$ cat src/rtl/period_readout_pkg.sv
// Shared sizing constants and the input-state type for the period readout receive path.
package period_readout_pkg;

    localparam int COUNTER_BITS    = 16;
    localparam int PIXELS_PER_LANE = 8;
    localparam int FRAME_BITS      = COUNTER_BITS * PIXELS_PER_LANE;

    typedef enum logic {
        IDLE  = 1'b0,
        SHIFT = 1'b1
    } input_state_t;

endpackage

$ cat src/rtl/frame_deserializer.sv
// Collects one MSB-first serial frame behind a FRAME_SYNC marker.
// frame_valid/frame are combinational on the cycle the last bit is on serial_in.
module frame_deserializer
    import period_readout_pkg::*;
#(
    parameter int WIDTH = FRAME_BITS
) (
    input  logic             clk,
    input  logic             rst,
    input  logic             serial_in,
    input  logic             frame_sync,
    output logic             frame_valid,
    output logic [WIDTH-1:0] frame,
    output logic             sync_error
);

    localparam int CNT_BITS = $clog2(WIDTH);
    localparam logic [CNT_BITS-1:0] LAST_COUNT = CNT_BITS'(WIDTH - 1);

    input_state_t        state_q;
    input_state_t        state_d;
    logic [CNT_BITS-1:0] count_q;
    logic [CNT_BITS-1:0] count_d;
    logic [WIDTH-1:0]    shift_q;
    logic [WIDTH-1:0]    shift_next;
    logic                shift_en;
    logic                sync_error_d;

    assign shift_next = {shift_q[WIDTH-2:0], serial_in};
    assign frame      = shift_next;

    // A sync seen while already shifting restarts the frame on that same bit.
    always_comb begin
        state_d      = state_q;
        count_d      = count_q;
        shift_en     = 1'b0;
        frame_valid  = 1'b0;
        sync_error_d = 1'b0;
        case (state_q)
            IDLE: begin
                if (frame_sync) begin
                    shift_en = 1'b1;
                    count_d  = CNT_BITS'(1);
                    state_d  = SHIFT;
                end
            end
            SHIFT: begin
                shift_en = 1'b1;
                if (frame_sync) begin
                    sync_error_d = 1'b1;
                    count_d      = CNT_BITS'(1);
                end else if (count_q == LAST_COUNT) begin
                    frame_valid = 1'b1;
                    count_d     = '0;
                    state_d     = IDLE;
                end else begin
                    count_d = count_q + CNT_BITS'(1);
                end
            end
            default: state_d = IDLE;
        endcase
    end

    always_ff @(posedge clk) begin
        if (rst) begin
            state_q    <= IDLE;
            count_q    <= '0;
            shift_q    <= '0;
            sync_error <= 1'b0;
        end else begin
            state_q    <= state_d;
            count_q    <= count_d;
            sync_error <= sync_error_d;
            if (shift_en) begin
                shift_q <= shift_next;
            end
        end
    end

endmodule

$ cat src/rtl/period_stream_receiver.sv
// One lane of the serial period-readout stream: deserialise a frame, hold it,
// and hand the words out one per VALID/READY transfer with their pixel index.
module period_stream_receiver #(
    parameter int  COUNTER_BITS    = period_readout_pkg::COUNTER_BITS,
    parameter int  PIXELS_PER_LANE = period_readout_pkg::PIXELS_PER_LANE,
    localparam int FRAME_BITS      = COUNTER_BITS * PIXELS_PER_LANE,
    localparam int INDEX_BITS      = $clog2(PIXELS_PER_LANE)
) (
    input  logic                    CLK,
    input  logic                    RST,
    input  logic                    SERIAL_IN,
    input  logic                    FRAME_SYNC,
    output logic [COUNTER_BITS-1:0] PIXEL_DATA,
    output logic [INDEX_BITS-1:0]   PIXEL_INDEX,
    output logic                    PIXEL_VALID,
    input  logic                    PIXEL_READY,
    output logic                    FRAME_DONE,
    output logic                    OVERRUN,
    output logic                    SYNC_ERROR
);

    import period_readout_pkg::*;

    localparam logic [INDEX_BITS-1:0] LAST_INDEX = INDEX_BITS'(PIXELS_PER_LANE - 1);

    logic                  frame_valid;
    logic [FRAME_BITS-1:0] frame;
    logic [FRAME_BITS-1:0] holding_q;
    logic                  valid_q;
    logic [INDEX_BITS-1:0] index_q;
    logic                  overrun_q;
    logic                  accept;
    logic                  last_accept;
    logic                  can_load;

    frame_deserializer #(
        .WIDTH (FRAME_BITS)
    ) u_deserializer (
        .clk         (CLK),
        .rst         (RST),
        .serial_in   (SERIAL_IN),
        .frame_sync  (FRAME_SYNC),
        .frame_valid (frame_valid),
        .frame       (frame),
        .sync_error  (SYNC_ERROR)
    );

    assign accept      = valid_q && PIXEL_READY;
    assign last_accept = accept && (index_q == LAST_INDEX);
    // Releasing the last word frees the holding register for a frame finishing in the same cycle.
    assign can_load    = !valid_q || last_accept;

    always_ff @(posedge CLK) begin
        if (RST) begin
            holding_q <= '0;
            valid_q   <= 1'b0;
            index_q   <= '0;
            overrun_q <= 1'b0;
        end else if (frame_valid && can_load) begin
            holding_q <= frame;
            valid_q   <= 1'b1;
            index_q   <= '0;
        end else begin
            if (frame_valid) begin
                overrun_q <= 1'b1;
            end
            if (last_accept) begin
                valid_q <= 1'b0;
                index_q <= '0;
            end else if (accept) begin
                index_q <= index_q + INDEX_BITS'(1);
            end
        end
    end

    assign PIXEL_DATA  = holding_q[index_q*COUNTER_BITS +: COUNTER_BITS];
    assign PIXEL_INDEX = index_q;
    assign PIXEL_VALID = valid_q;
    assign FRAME_DONE  = last_accept;
    assign OVERRUN     = overrun_q;

endmodule

$ cat config.mk
export PLATFORM = sky130hd
export DESIGN_NAME = period_stream_receiver
export DESIGN_NICKNAME = d
export VERILOG_FILES = /design/src/rtl/period_readout_pkg.sv /design/src/rtl/frame_deserializer.sv /design/src/rtl/period_stream_receiver.sv
export SDC_FILE = /design/constraint.sdc
export NUM_CORES = 1
export LEC_CHECK = 0
export CAP_MARGIN = 20
export CORE_ASPECT_RATIO = 1.5
export CORE_MARGIN = 8
export CORE_UTILIZATION = 25
export DETAILED_ROUTE_END_ITERATION = 10
export GPL_TIMING_DRIVEN = 0
export HOLD_SLACK_MARGIN = 0.1
export PLACE_DENSITY = 0.52
export SLEW_MARGIN = 15
export SYNTH_ARGS = -nofsm -noshare
export SYNTH_HDL_FRONTEND = slang
export SYNTH_SLANG_ARGS = --single-unit
$ cat constraint.sdc
create_clock -name CLK -period 1.89 [get_ports CLK]
set_input_delay 0.378 -clock CLK [delete_from_list [all_inputs] [get_ports CLK]]
set_output_delay 0.378 -clock CLK [all_outputs]
set_load 0.005 [all_outputs]
==> results of run 1 <==
[repair_timing]
action | CTS | global route
endpoints found under the setup margin | 277 | 159
pin swaps | 2 | 4
gates resized for setup | 187 | 112
buffers inserted | 19 | 7
cloned | 3 | 14
[flip-flops by register name, summed over array words and instances (netlist names)]
signal,flops
PIXEL_INDEX,3
OVERRUN,1
u_deserializer.sync_error,1
holding_q,128
u_deserializer.count_q,7
u_deserializer.shift_q,127
u_deserializer.state_q,1
PIXEL_VALID,1
[worst paths after layout]
kind                                    start                          end  slack (ns)  cells past startpoint
setup / recovery               PIXEL_INDEX[0]               PIXEL_DATA[14]       -0.75                      8
hold reg to reg   u_deserializer.shift_q[126]  u_deserializer.shift_q[126]        0.45                      2
setup reg to reg               PIXEL_INDEX[0]               holding_q[120]       -0.36                     11
hold / removal                     FRAME_SYNC    u_deserializer.sync_error        0.19                      3
[power by group]
part	switching, mW	total [mW]	internal, mW
registers	0.00819	5.68	5.67
clock network	2.20	5.53	3.33
logic	0.251	0.310	0.0584
total	2.46	11.5	9.06
[per-stage QoR]
stage / cell area (µm²) / instances / TNS, ns / hold WS, ns / util (%)
final: 13400 / 1858 / -53.68 / 0.192 / 32.8
after global routing: 13400 / 1858 / -62.42 / 0.212 / 32.8
after CTS: 12700 / 1838 / -35.91 / 0.182 / 31.0
after detailed placement: 11200 / 1771 / -169.18 / 0.445 / 27.4
after global placement: 11200 / 1771 / -183.54 / 0.442 / 27.4
after floorplan: 10300 / 1234 / 0 / 0.432 / -
[worst reg2reg max path: stages (launching register included)]
cell and delay [ns]:
dfxtp_4 0.37, buf_4 0.11, buf_6 0.09, ha_4 0.12, ha_4 0.12, buf_6 0.10, a21boi_4 0.06, or4_4 0.65
buf_12 0.21, clkbuf_16 0.16, nand2_1 0.06, a21oi_1 0.06
[layout make-up]
| class | instances | area [µm²] | share of cell area (%) |
|---|---|---|---|
| sequential | 269 | 5390 | 40.3 |
| inverter | 1 | 3.75 | 0.0281 |
| clock buffer | 41 | 808 | 6.04 |
| clock inverter | 5 | 103 | 0.767 |
| multi-input combinational | 867 | 4830 | 36.1 |
| timing repair buffer | 68 | 922 | 6.89 |
| tap | 511 | 639 | 4.78 |
| buffer | 96 | 677 | 5.06 |
[Yosys cell counts (2+ instances only)]
| master | instances | share of area (%) |
|---|---|---|
| nor3b_1 | 2 | 0.15 |
| mux2_2 | 16 | 1.8 |
| ha_1 | 3 | 0.37 |
| a21oi_1 | 262 | 13 |
| nand3_1 | 3 | 0.15 |
| and3_1 | 2 | 0.12 |
| clkbuf_1 | 57 | 2.1 |
| dfxtp_1 | 269 | 53 |
| buf_2 | 39 | 1.9 |
| nor2_1 | 9 | 0.33 |
| xor2_1 | 2 | 0.17 |
| a311oi_1 | 3 | 0.26 |
| nor3_1 | 5 | 0.24 |
| mux4_2 | 32 | 7.0 |
| nand2_1 | 515 | 19 |
| or2_2 | 3 | 0.18 |
[cell families after synthesis]
group,after synthesis,synth area share [%]
muxes,49,8.89
adders and majority gates,3,0.366
AOI/OAI and AO/OA,270,13.4
buffers and inverters,98,4.06
xor gates and xnor gates,2,0.171
DFF,269,52.5
and+or+nand+nor,543,20.6
[layer usage]
layer  vias to the layer above  global-route usage (%)  wire [µm]
li1                       4263                       -          -
met1                      4132                    12.7      11700
met2                       164                    22.6      16100
met3                        75                    1.28        918
met4                         0                    9.55       2300
met5                         -                       0          0
==> metrics.yaml, run 1 <==
status: "complete, but fails checks"
violations: "negative setup slack"
ys_ff_latch: 269
final_common_cell: "nand2_1"
dr.pass1.iters: 5
mostFrequentLayoutCells: "nand2_1 (452), dfxtp_1 (266), a21oi_1 (244)"
ir_worst_vdd_mv: 0.510
synth_area_um2: 10300
cts_tree: "built"
async_reset_ff_share_pct: 0
cp_max_fo: 6
startpoint_type: "flip-flop"
rsz0062_at_grt: "yes"
crit_arrival_ns: 2.26
cts_buffer_depth: 3
crit_required_ns: 1.51
period_share_pct: 140
drt_wl_total_um: 31100
vias: 8634
p_total_mw: 11.5
rows: 91
syn_avg_cell_area_um2: 8.31
cp_slowest_cell: "dfxtp_4"
final_net_count: 1337
fill_cells: 4217
cts-root-buf: "clkbuf_16"
crit_family: "buffers and inverters"
grt_pass1_vias: 8458
die_w_um: 181
n_antenna_cell: 0
grt_max_degree: 15
hold_violations: 0
worst_slew_pin_slew_ns: 0.847
slew_headroom_pct: 43.5
die_h_um: 264
wl_per_cell_um: 16.7
drv_cap: 0
dpl.hpwl_um: 22100
cts_buffers: 26
p_leak_nw: 4.38
start_util_pct: 25.1
clock_latency_ns: 0.54
final_layout_size_suffix_gt1_share_pct: 21.6
critical_path_class: "flip-flop to primary output"
synth-seq-area-share_pct: 52.5
finalWorstSetupSlack_ns: -0.750
finClkSkew_ns: 0.0125
fmax_mhz: 379
grt.total_usage_pct: 12.4
path_buf_inv: 6
cpPeakStageDelay_ns: 0.36
period_needed_ns: 2.64
pin_count: 28
clock_sinks: 269
viasPerCell: 4.65
critical_path.most_common_cell: "buf_6"
worst_setup_path_end_kind: "primary output"
syn_nets: 1242
power_density_nw_per_um2: 861
post-route-drc-count: 0
clk_pin_slew_ns: 0.06
areaGrowthSynthToFinish_pct: 30.5
setup_viol: 145
postCtsHoldBufs: 0
yosys_warnings: 0
cts_htree_levels: 1
synth_ff_type: "dfxtp_1"
first_iter_violations: 429
crit_chain: "buf_8 -> buf_12 -> buf_8 -> buf_6 -> buf_6 -> mux4_2 -> mux2_4 -> buf_6"
core_area_um2: 40800
synth_edf_count: 0
dieArea_um2: 47900
worst_hold_path_type: "input pin to flip-flop"
io_buffers: 26
slew_viol_final: 0
grt_pass1_wl_um: 46900
antenna_left: 0
overflow: 0
preCtsSetupSlack_ns: -1.05
antenna_found_initial: 0
post_synth_inst_count: 1234
place_congestion: 0.890
yosysUniqueCellTypes: 28
No activity file was read; power rests on OpenSTA's default activity.
==> run 2, diff against run 1 <==
--- a/config.mk
+++ b/config.mk
@@ -5,6 +5,7 @@
 export SDC_FILE = /design/constraint.sdc
 export NUM_CORES = 1
 export LEC_CHECK = 0
+export ABC_AREA = 0
 export CAP_MARGIN = 20
 export CORE_ASPECT_RATIO = 1.5
 export CORE_MARGIN = 8
==> results of run 2 <==
Same layout as run 1: the final DEF is identical, and so are final timing and power.
